`config.mk`:
```
export PLATFORM = sky130hd
export DESIGN_NAME = uart_transmitter_buffered
export DESIGN_NICKNAME = d
export VERILOG_FILES = /design/src/rtl/uart_transmitter_buffered_pkg.sv /design/src/rtl/uart_tx_fifo.sv /design/src/rtl/uart_transmitter_buffered.sv
export SDC_FILE = /design/constraint.sdc
export NUM_CORES = 1
export LEC_CHECK = 0
export CORE_MARGIN = 1.5
export CORE_UTILIZATION = 26
export CTS_CLUSTER_SIZE = 25
export DETAILED_ROUTE_END_ITERATION = 16
export PLACE_DENSITY = 0.41
export SKIP_CTS_REPAIR_TIMING = 1
export SLEW_MARGIN = 40
export SYNTH_ARGS = -nofsm -noshare
export SYNTH_HDL_FRONTEND = slang
export SYNTH_SLANG_ARGS = --single-unit
```
`constraint.sdc`:
```
create_clock -name Clock -period 3.2 [get_ports Clock]
set_input_delay 0.32 -clock Clock [delete_from_list [all_inputs] [get_ports Clock]]
set_output_delay 0.32 -clock Clock [all_outputs]
set_load 0.03 [all_outputs]
```
`src/rtl/uart_transmitter_buffered_pkg.sv`:
```
// Shared definitions for the buffered UART transmitter: data width, TX state
// encodings and the symbol-length computation.
package uart_transmitter_buffered_pkg;

    localparam int unsigned UART_DATA_W = 8;

    typedef enum logic [2:0] {
        TX_IDLE   = 3'd0,
        TX_START  = 3'd1,
        TX_DATA   = 3'd2,
        TX_PARITY = 3'd3,
        TX_STOP   = 3'd4
    } tx_state_e;

    // Clock cycles per line symbol (integer divide).
    function automatic int unsigned symbol_cycles(input int unsigned clock_freq,
                                                  input int unsigned baud_rate);
        return clock_freq / baud_rate;
    endfunction

endpackage

```
`src/rtl/uart_tx_fifo.sv`:
```
// Synchronous byte FIFO feeding the transmitter. DEPTH must be a power of two
// so the pointers wrap naturally.
module uart_tx_fifo
    import uart_transmitter_buffered_pkg::*;
#(
    parameter int unsigned DEPTH = 4
) (
    input  logic                   clk,
    input  logic                   rst_n,
    input  logic                   push,
    input  logic [UART_DATA_W-1:0] din,
    input  logic                   pop,
    output logic [UART_DATA_W-1:0] dout,
    output logic                   full,
    output logic                   empty
);

    localparam int unsigned PTR_W = (DEPTH > 1) ? $clog2(DEPTH) : 1;
    localparam int unsigned CNT_W = PTR_W + 1;

    logic [UART_DATA_W-1:0] mem_q [DEPTH];
    logic [UART_DATA_W-1:0] mem_d [DEPTH];
    logic [PTR_W-1:0]       wr_ptr_q, wr_ptr_d;
    logic [PTR_W-1:0]       rd_ptr_q, rd_ptr_d;
    logic [CNT_W-1:0]       count_q, count_d;
    logic                   push_ok;
    logic                   pop_ok;

    assign full  = (count_q == CNT_W'(DEPTH));
    assign empty = (count_q == '0);
    assign dout  = mem_q[rd_ptr_q];

    // Next-state: write at tail, advance head, track occupancy.
    always_comb begin
        mem_d    = mem_q;
        wr_ptr_d = wr_ptr_q;
        rd_ptr_d = rd_ptr_q;
        push_ok  = push && !full;
        pop_ok   = pop && !empty;
        if (push_ok) begin
            mem_d[wr_ptr_q] = din;
            wr_ptr_d        = wr_ptr_q + PTR_W'(1);
        end
        if (pop_ok) begin
            rd_ptr_d = rd_ptr_q + PTR_W'(1);
        end
        count_d = count_q + CNT_W'(push_ok) - CNT_W'(pop_ok);
    end

    // State registers.
    always_ff @(posedge clk or negedge rst_n) begin
        if (!rst_n) begin
            mem_q    <= '{default: '0};
            wr_ptr_q <= '0;
            rd_ptr_q <= '0;
            count_q  <= '0;
        end else begin
            mem_q    <= mem_d;
            wr_ptr_q <= wr_ptr_d;
            rd_ptr_q <= rd_ptr_d;
            count_q  <= count_d;
        end
    end

endmodule

```
`src/rtl/uart_transmitter_buffered.sv`:
```
// Buffered 8N1 UART transmitter: bytes queue in a small FIFO and are shifted
// out LSB-first on SOut. Define UART_TX_PARITY_EN to add an even-parity symbol
// between the data bits and the stop bit.
module uart_transmitter_buffered
    import uart_transmitter_buffered_pkg::*;
#(
    parameter int unsigned CLOCK_FREQ = 100_000_000,
    parameter int unsigned BAUD_RATE  = 115_200,
    parameter int unsigned FIFO_DEPTH = 4
) (
    input  logic                   Clock,
    input  logic                   Reset,
    input  logic [UART_DATA_W-1:0] DataIn,
    input  logic                   DataInValid,
    output logic                   DataInReady,
    output logic                   SOut,
    output logic                   TxIdle
);

    localparam int unsigned SYMBOL_CYCLES = symbol_cycles(CLOCK_FREQ, BAUD_RATE);
    localparam int unsigned SYM_W = (SYMBOL_CYCLES > 1) ? $clog2(SYMBOL_CYCLES) : 1;
    localparam int unsigned BIT_W = $clog2(UART_DATA_W);

    tx_state_e              state_q, state_d;
    logic [SYM_W-1:0]       sym_cnt_q, sym_cnt_d;
    logic [BIT_W-1:0]       bit_cnt_q, bit_cnt_d;
    logic [UART_DATA_W-1:0] shift_q, shift_d;
    logic                   sout_q, sout_d;
`ifdef UART_TX_PARITY_EN
    logic                   parity_q, parity_d;
`endif
    logic                   sym_last;
    logic                   fifo_pop_c;
    logic [UART_DATA_W-1:0] fifo_dout;
    logic                   fifo_full;
    logic                   fifo_empty;

    uart_tx_fifo #(
        .DEPTH (FIFO_DEPTH)
    ) u_fifo (
        .clk   (Clock),
        .rst_n (Reset),
        .push  (DataInValid),
        .din   (DataIn),
        .pop   (fifo_pop_c),
        .dout  (fifo_dout),
        .full  (fifo_full),
        .empty (fifo_empty)
    );

    assign sym_last    = (sym_cnt_q == SYM_W'(SYMBOL_CYCLES - 1));
    assign DataInReady = !fifo_full;
    assign TxIdle      = (state_q == TX_IDLE) && fifo_empty;
    assign SOut        = sout_q;

    // Frame sequencing; SOut is registered from the current state, so the
    // line lags the FSM by one cycle uniformly and frames stay exact.
    always_comb begin
        state_d    = state_q;
        sym_cnt_d  = sym_cnt_q;
        bit_cnt_d  = bit_cnt_q;
        shift_d    = shift_q;
        sout_d     = 1'b1;
        fifo_pop_c = 1'b0;
`ifdef UART_TX_PARITY_EN
        parity_d   = parity_q;
`endif
        if (state_q != TX_IDLE) begin
            sym_cnt_d = sym_last ? '0 : sym_cnt_q + SYM_W'(1);
        end
        case (state_q)
            TX_IDLE: begin
                fifo_pop_c = !fifo_empty;
            end
            TX_START: begin
                sout_d = 1'b0;
                if (sym_last) state_d = TX_DATA;
            end
            TX_DATA: begin
                sout_d = shift_q[0];
                if (sym_last) begin
                    shift_d = {1'b0, shift_q[UART_DATA_W-1:1]};
                    if (bit_cnt_q == BIT_W'(UART_DATA_W - 1)) begin
                        bit_cnt_d = '0;
`ifdef UART_TX_PARITY_EN
                        state_d   = TX_PARITY;
`else
                        state_d   = TX_STOP;
`endif
                    end else begin
                        bit_cnt_d = bit_cnt_q + BIT_W'(1);
                    end
                end
            end
`ifdef UART_TX_PARITY_EN
            TX_PARITY: begin
                sout_d = parity_q;
                if (sym_last) state_d = TX_STOP;
            end
`endif
            TX_STOP: begin
                sout_d = 1'b1;
                if (sym_last) begin
                    if (!fifo_empty) fifo_pop_c = 1'b1;
                    else             state_d    = TX_IDLE;
                end
            end
            default: begin
                state_d = TX_IDLE;
            end
        endcase
        // Loading a new byte always restarts the frame from START.
        if (fifo_pop_c) begin
            shift_d   = fifo_dout;
            sym_cnt_d = '0;
            bit_cnt_d = '0;
            state_d   = TX_START;
`ifdef UART_TX_PARITY_EN
            parity_d  = ^fifo_dout;
`endif
        end
    end

    // State registers; line idles high out of reset.
    always_ff @(posedge Clock or negedge Reset) begin
        if (!Reset) begin
            state_q   <= TX_IDLE;
            sym_cnt_q <= '0;
            bit_cnt_q <= '0;
            shift_q   <= '0;
            sout_q    <= 1'b1;
`ifdef UART_TX_PARITY_EN
            parity_q  <= 1'b0;
`endif
        end else begin
            state_q   <= state_d;
            sym_cnt_q <= sym_cnt_d;
            bit_cnt_q <= bit_cnt_d;
            shift_q   <= shift_d;
            sout_q    <= sout_d;
`ifdef UART_TX_PARITY_EN
            parity_q  <= parity_d;
`endif
        end
    end

endmodule
```
# Word-level counts from Yosys, hierarchy flattened
# Cells that the tools add are included.
# word_totals
ff_bits	64
in_bits	11
wordCells	76
out_inout_bits	3
# op_classes
n_eq_ne	12
mux	27
magnitude_cmp	3
n_addsub	6
reduce_logical	14
n_bitwise	2
# ops
op	n
$mux W8	6
$bwmux W32	1
$mux W10	3
$mux W3	10
$bmux W8 S2	1
$demux W8 S2	1
$ne A3 B2 Y1 const B	5
$pmux W3 S4	1
$add A10 B1 Y10 const B	1
$eq A10 B10 Y1 const B	1
$eq A3 B3 Y1 const B	3
$ge A3 B3 Y1 const B	2
$logic_not A3 Y1	2
$not A2 Y3	2
$reduce_and A6 Y1	1
$reduce_bool A2 Y1	3
$add A2 B1 Y2 const B	2
$logic_and A1 B1 Y1	4
$pmux W1 S2	2
$add A3 B1 Y3	1
$add A3 B1 Y3 const B	1
$eq A3 B1 Y1 const B	1
$eq A3 B2 Y1 const B	1
$lt A3 B1 Y1 const B	1
other kinds (6)	8

# Logic depth before layout (Yosys ltp)
# Gate-level depths: netlist of run 1.
# logic_depth
word_depth	6
ltp_mapped	11
mapped_depth_nobuf	10

# By module
# Synthesis of run 1 repeated with hierarchy kept, for this count alone.
# hier_totals
cells_unflattened	353
hier_area_um2	3960.0
# modules_own_cells
module	seq_area_each_um2	cells_per_inst	area_each_um2	n_inst
uart_tx_fifo	975.9	237	2677.6	1
uart_transmitter_buffered	626.9	116	1282.5	1

# Least setup slack after synthesis of run 1
# Ideal clock, no wire load.
# synth_timing
path_kind	reg-to-reg
startpoint	reg sym_cnt_q[0]
endpoint	reg u_fifo.count_q[2]
setup_time_ns	0.125
arrival_ns	2.407
setup_slack_ns	0.669
stages_incl_launch_ff	12
n_path_buf	1
path_cell_list	dfrtp_1 > ha_1 > nor3b_4 > a31oi_4 > nor2_4 > buf_6 > ha_1 > inv_1 > ha_1 > fa_1 > xor2_1 > xnor2_1
# synth_between
elab_chain_len	5
# synth_lines
item	line	source
start, declared	uart_transmitter_buffered.sv:25	logic [SYM_W-1:0] sym_cnt_q, sym_cnt_d;
start signal, assigned	uart_transmitter_buffered.sv:137	sym_cnt_q <= sym_cnt_d;
$eq A10 B10 Y1	uart_transmitter_buffered.sv:51	assign sym_last = (sym_cnt_q == SYM_W'(SYMBOL_CYCLES - 1));
$mux W1	uart_transmitter_buffered.sv:103	if (sym_last) begin
$pmux W1 S2	uart_transmitter_buffered.sv:71	case (state_q)
$logic_and A1 B1 Y1	uart_tx_fifo.sv:39	pop_ok = pop && !empty;
via u_fifo.pop_ok	uart_tx_fifo.sv:27	logic pop_ok;
$sub A3 B1 Y3	uart_tx_fifo.sv:47	count_d = count_q + CNT_W'(push_ok) - CNT_W'(pop_ok);
via u_fifo.count_d[2]	uart_tx_fifo.sv:25	logic [CNT_W-1:0] count_q, count_d;
end signal, assigned	uart_tx_fifo.sv:61	count_q <= count_d;
end, declared	uart_tx_fifo.sv:25	
# The timed path passes the listed nets, and every way through them passes these cells.
# A chain may end at the register's enable or synchronous reset.

# Worst setup path in the final report of run 1
# layout_timing
startpoint	reg sym_cnt_q[0]
endpoint	reg u_fifo.count_q[2]
# layout_between
elab_chain_len	5
# layout_lines
item	line
$eq A10 B10 Y1	uart_transmitter_buffered.sv:51
$mux W1	uart_transmitter_buffered.sv:103
$pmux W1 S2	uart_transmitter_buffered.sv:71
$logic_and A1 B1 Y1	uart_tx_fifo.sv:39
$sub A3 B1 Y3	uart_tx_fifo.sv:47
via u_fifo.count_d[2]	uart_tx_fifo.sv:25
# The timed path passes the listed nets, and every way through them passes these cells.

==> metrics, run 1 <==
kind of capture point of the worst setup path flip-flop; die area about 0.013 mm2; antenna viol nets, final 0; footprint of the multi-input gates around 0.0014 mm2; largest net degree at the start of global routing 26; largest buffer count on any clock path 2; detailed-route wire length 5.98 mm; final setup violation count 0; TritonCTS clock tree yes; synth top area cells dfrtp_1 50%, mux2_2 15%, mux4_2 5.8%; Max FO, Critical Path 7; Fmax achieved a little under 400 MHz; clock-pin slew on the worst setup and hold paths 0.06 ns; Tightest Pin Transition 0.616 ns; residual overflow from global routing 0; syn_nets 257; proportion of synthesized chip area in sequential cells 0.512; number of max-slew violations in the final report 0; via count of the first global-routing pass 2,004; detailed-route vias per instance 4.68; cell count after synthesis 236; combined area of all synthesized cells 0.00313 mm2; cell taking the most area after synthesis dfrtp_1; Post-Route Setup TNS 0 ns; number of flops mapped to enable cells by yosys 0; Slew headroom 0.589; PortBufs 13; violation count after the first detailed-route iteration just over 90; first-pass GRT wire length 10.3 mm; Avg Cell Area, Syn 13.3 um2; number of max-cap violations 0; share of post-route cells with drive strength above 1 0.312; IR Drop Worst-Case VDD ~340 uV; top cells by instance count after synthesis 63 x dfrtp_1, 41 x mux2_2, 13 x nand2_1; sequential cell area 0.00160 mm2; leading cell type by number of instances after synthesis dfrtp_1; worst min-delay path category in2async; warnings from Yosys 0; fraction of registers with async set or reset after synthesis 1.00; start-to-end type of the worst setup path reg2reg; 1st-pass router iterations 4; data arrival at the endpoint of the critical path approximately 2.7 ns; Final Total Pwr 2950 uW; clock latency on the worst-skew pair about 0.33 ns; DRC errors left 0; min cycle time layout approximately 2.5 ns; internal reg-to-reg setup slack 0.67 ns; fraction of the cycle the final worst path needs 0.790; number of core rows 39; number of vias in the routed layout 1,899; number of distinct library cells after synthesis 48; Starting Density 0.271; unrepaired setup endpoints after global routing false; die boundary height 113 um; Req. time, crit path 3.41 ns; leakage power 0.00161 uW; total track usage 0.106; share of the synthesized area in the top cell type 0.504; HPWL reported at the end of detailed placement 4.14 mm; nets@finish 279; number of hold-slack violations in the final timing report 23; die extent in x 113 um; number of antenna violations at the first check in global routing 0; number of levels in the clock H-tree 3; DR WL/cell 14.7 um; # diodes 0; TritonCTS buffer count 9; top_reg_cell synth dfrtp_1; clock root buffer clkbuf_16; FF+latch count, synth between 60 and 70; kind of start point of the critical path flip-flop; total I/O pin count 14; Syn-to-layout area delta 20.4%; Setup Skew approximately 0.0066 ns; total clock sinks 64; violations in the final reports hold timing; Power Dens Cells roughly 780 mW/mm2; run status finished with violations; number of filler cells placed in the layout 1,121; worst slack on hold paths -0.0105 ns; routability congestion estimate slightly below 0.7; core region area 0.0116 mm2
## layout make-up
| type | count | share of cell area |
|---|---|---|
| multi-input combinational | 154 | 0.380 |
| timing repair buffer | 18 | 0.0431 |
| clock inverter | 7 | 0.0332 |
| tap | 143 | 0.0475 |
| clock buffer | 9 | 0.0597 |
| inverter | 11 | 0.0110 |
| sequential | 64 | 0.425 |
## flip-flops by register name, indices dropped and copies added (netlist names)
name	count
sym_cnt_q	10
u_fifo.mem_q	32
state_q	3
shift_q	8
u_fifo.count_q	3
bit_cnt_q	3
SOut	1
u_fifo.wr_ptr_q	2
u_fifo.rd_ptr_q	2
## power by group
group          leakage, uW  switching (uW)  internal, uW
Clock             0.000171             382           772
Combinational     0.000642             244           372
Sequential        0.000792             125          1050
## final timing paths
check                             startpoint                end  cells past startpoint
min in group Clock              sym_cnt_q[9]       sym_cnt_q[9]                      1
max in group asynchronous              Reset               SOut                      2
worst max-delay path            sym_cnt_q[0]  u_fifo.count_q[2]                     10
worst min-delay path                   Reset   u_fifo.mem_q[28]                      1
worst min register to register  sym_cnt_q[9]       sym_cnt_q[9]                      1
worst max register to register  sym_cnt_q[0]  u_fifo.count_q[2]                     10
## worst max-delay path: stages (launching register included)
cell	delay [ns]
dfrtp_1	0.41
ha_1	0.26
nor3b_4	0.20
a31oi_4	0.32
nor2_4	0.05
ha_1	0.27
inv_1	0.04
ha_1	0.18
fa_1	0.38
xor2_1	0.16
xnor2_1	0.13
## metrics by stage
| step | util | cells | setup WS [ns] | hold WS [ns] | instance area [um2] |
|---|---|---|---|---|---|
| 2_1_floorplan | - | 236 | 0.669 | 0.0244 | 3130 |
| 3_3_place_gp | 0.296 | 390 | 0.711 | 0.367 | 3420 |
| 3_5_place_dp | 0.296 | 390 | 0.703 | 0.362 | 3420 |
| 4_1_cts | 0.326 | 406 | 0.675 | 0.00454 | 3770 |
| 5_1_grt | 0.326 | 406 | 0.544 | 0.0375 | 3770 |
| 6_report | 0.326 | 406 | 0.670 | -0.0105 | 3770 |
## layout by cell type (no fill, tap or decap), drive strengths merged, types with 4 or more instances in the layout
| cell type | count |
|---|---|
| clkdlybuf4s50 | 12 |
| buf | 6 |
| a21oi | 7 |
| nand4 | 4 |
| xor2 | 6 |
| nand2 | 13 |
| nor2 | 11 |
| nor3b | 4 |
| ha | 9 |
| xnor2 | 5 |
| o21ai | 6 |
| inv | 15 |
| or3 | 5 |
| clkbuf | 9 |
| mux4 | 8 |
| dfrtp | 63 |
| mux2 | 41 |
| nand3 | 4 |
## metal layers
| metal | part of all wire | track usage | vias to the layer above |
|---|---|---|---|
| met4 | 0.022 | 0.0582 | 0 |
| met2 | 0.48 | 0.166 | 26 |
| met5 | 0 | 0 | - |
| li1 | - | - | 911 |
| met3 | 0.024 | 0.0225 | 8 |
| met1 | 0.47 | 0.137 | 954 |
## cells by family after synthesis
group / count (synthesis) / synth area share
AOI/OAI and AO/OA: 31 / 0.0747
xor gates and xnor gates: 11 / 0.0308
adders and majority gates: 10 / 0.0424
buffers and inverters: 18 / 0.0300
DFF: 64 / 0.512
muxes: 50 / 0.208
and+or+nand+nor: 52 / 0.102
Power figures use the tool's default switching activity.
==> run 2, diff against run 1 <==
==> constraint.sdc (replaced) <==
create_clock -name Clock -period 2.4 [get_ports Clock]
set_input_delay 0.24 -clock Clock [delete_from_list [all_inputs] [get_ports Clock]]
set_output_delay 0.24 -clock Clock [all_outputs]
set_load 0.03 [all_outputs]
==> metrics, run 2 (synthesis gave the netlist of run 1 again) <==
startpoint of the most critical setup path sym_cnt_q[1]; total track usage 0.114 (+0.00813); sequential cell area 0.00160 mm2 (unchanged); antenna viol nets, final 0 (unchanged); final core utilization 0.336 (+0.00974); violation count after the first detailed-route iteration 53 (-42%); Most common cell on crit path ha_4; Slew headroom 0.612 (+0.0229); cell with the largest stage delay on the worst path dfrtp_1; kind of capture point of the worst setup path flip-flop; number of vias in the routed layout 1,953 (+2.8%); number of hold-slack violations in the final timing report 0 (-100%); number of levels in the clock H-tree 3 (unchanged); die area 0.0127 mm2 (unchanged); # diodes 0 (unchanged); Max FO, Critical Path 5 (-2); cell type group with the largest total delay on the critical path adder cells; Final Total Pwr 3920 uW (+33%); largest buffer count on any clock path 2 (unchanged); Post-Route Setup TNS 0 ns (unchanged); registers with the most flip-flops u_fifo.mem_q x32, sym_cnt_q x10, shift_q x8; 1st-pass router iterations 4 (unchanged); Tightest Pin Transition 0.579 ns (-0.0365 ns); clock-pin slew on the worst setup and hold paths 0.05 ns (about the same); startpoint of the worst register-to-register path sym_cnt_q[1]; Clock power frac 0.378 (-0.013); start-to-end type of the worst setup path reg2reg; Syn-to-layout area delta 24.0%; Area after DPL 0.00352 mm2 (+3.0%); internal reg-to-reg setup slack 0.17 ns (-0.50 ns); core region area 0.0116 mm2 (unchanged); fraction of the cycle the final worst path needs 0.931 (+0.140); Bufs and invs on worst path 1 (unchanged); number of max-cap violations 0 (unchanged); PortBufs 13 (unchanged); number of antenna violations at the first check in global routing 0 (unchanged); most common cell after layout, fill and taps aside dfrtp_1; via count of the first global-routing pass 2,152 (+7.4%); DR WL/cell 15.2 um (+2.9%); top register by number of flip-flops u_fifo.mem_q; unrepaired setup endpoints after global routing false; residual overflow from global routing 0 (unchanged); DRC errors left 0 (unchanged); Setup Skew 0.00566 ns (-0.000902 ns); share of post-route cells with drive strength above 1 0.349 (+0.0375); number of filler cells placed in the layout 1,117 (-0.36%); detailed-route wire length 6.29 mm (+5.2%); TritonCTS buffer count 9 (unchanged); combinational fraction of design power 0.218 (+0.009); clock latency on the worst-skew pair 0.33 ns (about the same); detailed-route vias per instance 4.71 (+0.61%); number of core rows 39 (unchanged); CP Cell Sequence ha_2, nor3b_4, a31oi_4, nor2_4, ha_4, inv_2, ha_4, fa_2, xor2_1, xnor2_1; nets@finish 289 (+3.6%); largest net degree at the start of global routing 44 (+69%); max incr delay on CP 0.41 ns (about the same); worst slack on hold paths 0.433 ns (+0.443 ns); flip-flop count of the largest register, all copies and words added 32 (unchanged); Req. time, crit path 2.61 ns (-0.80 ns); total clock sinks 64 (unchanged); cell count of the worst reg-to-reg path 10 (unchanged); worst min-delay path category in2async; Starting Density 0.271 (unchanged); endpoint of the lowest-slack register-to-register path u_fifo.count_q[2]; IR Drop Worst-Case VDD 360 uV (+4.9%); number of max-slew violations in the final report 0 (unchanged); kind of start point of the critical path flip-flop; Non-Filler Cell Area, Final 0.00388 mm2 (+3.0%); Power Dens Cells 1010 mW/mm2 (+29%); final setup violation count 0 (unchanged); net switching fraction of the power 0.249 (-0.00556); relative contribution of sequential cells to total power 0.404 (+0.004); Fmax achieved 448 MHz (+13%); routability congestion estimate 0.705 (+1.9%); P_sw 977 uW (+30%); clock root buffer clkbuf_16; die extent in x 113 um (unchanged); commonest cells after routing, fill and taps aside 63 x dfrtp_1, 41 x mux2_2, 13 x nand2_1, 13 x buf_4, 11 x clkdlybuf4s50_1; data arrival at the endpoint of the critical path 2.44 ns (-0.30 ns); HPWL reported at the end of detailed placement 4.28 mm (+3.3%); min cycle time layout 2.23 ns (-0.295 ns); footprint of the multi-input gates 0.00146 mm2 (+2.1%); total I/O pin count 14 (unchanged); Cell Int Power 2940 uW (+34%); run status finished clean; first-pass GRT wire length 11.2 mm (+8.1%); TritonCTS clock tree yes; leakage power 0.00167 uW (+4.0%); die boundary height 113 um (unchanged)
## run 2: changes by cell type in the layout (fill, tap and decap cells not counted), sizes merged
cell	delta
inv	-4
buf	+9
clkdlybuf4s50	-1
dlymetal6s2s	+1
dlygate4sd3	+1
bufinv	-1
clkbuf	+4
## run 2: metrics by stage
| stage | setup WS (ns) | cells |
|---|---|---|
| 2_1_floorplan | -0.0492 | 236 |
| 3_3_place_gp | 0.184 | 398 |
| 3_5_place_dp | 0.170 | 398 |
| 4_1_cts | 0.0505 | 413 |
| 5_1_grt | 0.0134 | 415 |
| 6_report | 0.166 | 415 |
## run 2: worst max-delay path by stage
stage | end | slack [ns] | cells after the start
finish | u_fifo.count_q[2] | 0.17 | 10
global route | u_fifo.count_q[2] | 0.01 | 10
CTS | TxIdle | 0.05 | 5
detailed placement | u_fifo.count_q[2] | 0.17 | 10
global placement | u_fifo.count_q[2] | 0.18 | 10
floorplan | u_fifo.count_q[2] | -0.05 | 11
## run 2: worst register-to-register path: stages, from the launching register on
cell and delay [ns]:
dfrtp_1 0.41, ha_2 0.23, nor3b_4 0.17, a31oi_4 0.18, nor2_4 0.07, ha_4 0.26
inv_2 0.03, ha_4 0.14, fa_2 0.34, xor2_1 0.15, xnor2_1 0.13
## run 2: area by class of cell
class / count / share of cell area
Sequential cell: 64 / 0.413
Timing Repair Buffer: 28 / 0.0657
Tap cell: 143 / 0.0461
Multi-Input combinational cell: 154 / 0.377
Clock inverter: 2 / 0.0155
Clock buffer: 13 / 0.0722
Inverter: 11 / 0.0106
## run 2: power by group through the flow
stage	sequential [uW]	clock, uW	combinational, uW
after floorplan	1540	0	681
after CTS	1580	1530	871
final	1580	1480	854
after global routing	1630	1570	964
after global placement	1600	0	854
after detailed placement	1600	0	870
## run 2: layer usage
layer | track usage | vias up | share of wire
met5 | 0 | - | 0
met4 | 0.0557 | 0 | 0.021
met3 | 0.0257 | 10 | 0.022
met2 | 0.181 | 19 | 0.47
met1 | 0.147 | 1001 | 0.49
li1 | - | 923 | -
==> run 3, diff against run 2 <==
==> constraint.sdc (replaced) <==
create_clock -name Clock -period 2.5 [get_ports Clock]
set_input_delay 0.25 -clock Clock [delete_from_list [all_inputs] [get_ports Clock]]
set_output_delay 0.25 -clock Clock [all_outputs]
set_load 0.03 [all_outputs]
==> metrics, run 3 (synthesis gave the netlist of run 1 again) <==
routability congestion estimate 0.741 (+5.1%); detailed-route vias per instance 4.64 (-1.3%); HPWL reported at the end of detailed placement 4.22 mm (-1.5%); number of hold-slack violations in the final timing report 26 (+26); kind of capture point of the worst setup path flip-flop; die area 0.0127 mm2 (unchanged); kind of start point of the critical path flip-flop; largest buffer count on any clock path 2 (unchanged); PortBufs 13 (unchanged); run status finished with violations; met3 Resource Use GR 0.0257 (unchanged); Power Dens Cells 956 mW/mm2 (-5.3%); met1 track demand over resource in global routing 0.139 (-0.00842); number of antenna violations at the first check in global routing 0 (unchanged); Max FO, Critical Path 5 (unchanged); core region area 0.0116 mm2 (unchanged); Bufs and invs on worst path 1 (unchanged); total track usage 0.107 (-0.00670); number of core rows 39 (unchanged); max incr delay on CP 0.41 ns (about the same); IR Drop Worst-Case VDD 394 uV (+9.4%); flip-flop count of the largest register, all copies and words added 32 (unchanged); most common cell after layout, fill and taps aside dfrtp_1; cell type group with the largest total delay on the critical path adder cells; clock latency on the worst-skew pair 0.32 ns (about the same); Syn-to-layout area delta 21.6%; unrepaired setup endpoints after global routing false; Post-Route Setup TNS 0 ns (unchanged); Fmax achieved 429 MHz (-4.3%); Most common cell on crit path ha_1; DRC errors left 0 (unchanged); Starting Density 0.271 (unchanged); 1st-pass router iterations 4 (unchanged); Req. time, crit path 2.71 ns (+0.10 ns); share of post-route cells with drive strength above 1 0.330 (-0.0196); via count of the first global-routing pass 2,024 (-5.9%); TritonCTS buffer count 9 (unchanged); detailed-route wire length 6.09 mm (-3.3%); Non-Filler Cell Area, Final 0.00381 mm2 (-2.0%); # diodes 0 (unchanged); worst min-delay path category in2async; total clock sinks 64 (unchanged); die extent in x 113 um (unchanged); setup slack after layout 0.166 ns (+0.000471 ns); total I/O pin count 14 (unchanged); residual overflow from global routing 0 (unchanged); CP Cell Sequence ha_1, nor3b_4, a31oi_4, nor2_4, ha_1, inv_1, ha_1, fa_1, xor2_1, xnor2_1; clock-pin slew on the worst setup and hold paths 0.06 ns (about the same); nets@finish 286 (-1.0%); Area after DPL 0.00348 mm2 (-1.1%); min cycle time layout 2.33 ns (+0.0995 ns); start-to-end type of the worst setup path reg2reg; Slew headroom 0.544 (-0.0682); DR WL/cell 14.7 um (-2.8%); antenna viol nets, final 0 (unchanged); commonest cells after routing, fill and taps aside 63 x dfrtp_1, 41 x mux2_2, 13 x nand2_1; internal reg-to-reg setup slack 0.17 ns (about the same); number of max-cap violations 0 (unchanged); worst slack on hold paths -0.0331 ns (-0.466 ns); Tightest Pin Transition 0.684 ns (+0.104 ns); Setup Slack @ Placement 0.163 ns (-0.00744 ns); number of max-slew violations in the final report 0 (unchanged); violation count after the first detailed-route iteration 49 (-7.5%); data arrival at the endpoint of the critical path 2.54 ns (+0.10 ns); violations in the final reports hold timing; first-pass GRT wire length 10.5 mm (-6.0%); leakage power 0.00162 uW (-3.0%); TritonCTS clock tree yes; number of levels in the clock H-tree 3 (unchanged); fraction of the cycle the final worst path needs 0.933 (+0.00258); largest net degree at the start of global routing 38 (-14%); top register by number of flip-flops u_fifo.mem_q; cell with the largest stage delay on the worst path dfrtp_1; final setup violation count 0 (unchanged); clock root buffer clkbuf_16; busiest grt layer met2; number of vias in the routed layout 1,918 (-1.8%); met2 Track Usage GR 0.172 (-0.00894); die boundary height 113 um (unchanged); Setup Skew 0.00572 ns (+0.0000563 ns); registers with the most flip-flops u_fifo.mem_q x32, sym_cnt_q x10, shift_q x8
[run 3: area by class of cell]
class | count | area [um2]
clock buffers | 9 | 225
clock inverters | 7 | 96.3
inverters | 11 | 41.3
repair buffers | 25 | 228
multi-input cells | 154 | 1430
flip-flops and latches | 64 | 1600
well taps | 143 | 179
fillers | 1151 | 7760
[run 3: worst paths after layout]
kind / cells past startpoint / from / end
setup / recovery: 10 / sym_cnt_q[0] / u_fifo.count_q[2]
hold / removal: 1 / Reset / u_fifo.wr_ptr_q[0]
setup reg to reg: 10 / sym_cnt_q[0] / u_fifo.count_q[2]
hold reg to reg: 1 / sym_cnt_q[9] / sym_cnt_q[9]
max in group asynchronous: 2 / Reset / u_fifo.mem_q[3]
min in group Clock: 1 / sym_cnt_q[9] / sym_cnt_q[9]
[run 3: per-stage QoR]
step / cells / utilization / total power (uW)
2_1_floorplan: 236 / - / 2110
3_3_place_gp: 397 / 0.301 / 2320
3_5_place_dp: 397 / 0.301 / 2340
4_1_cts: 413 / 0.329 / 3710
5_1_grt: 413 / 0.329 / 3870
6_report: 413 / 0.329 / 3640
[run 3: layer usage]
metal  share of wire  wire, um
met1            0.49      3000
met2            0.47      2880
met3           0.019       118
met4           0.015        91
met5               0         0
[run 3: worst reg2reg max path, delay by kind of cell (launching register included)]
family                   cells  cell delay [ns]
buffers and inverters        1             0.04
adder cells (fa/ha/maj)      4             1.08
flip-flops                   1             0.41
AND/OR/NAND/NOR              2             0.23
XOR/XNOR                     2             0.28
AO/OA/AOI/OAI                1             0.19
[run 3: where the power goes]
| group | switching [uW] | leakage (uW) | internal, uW |
|---|---|---|---|
| combinational | 304 | 0.000682 | 484 |
| clock | 464 | 0.000148 | 872 |
| sequential | 165 | 0.000792 | 1350 |
| total | 933 | 0.00162 | 2710 |
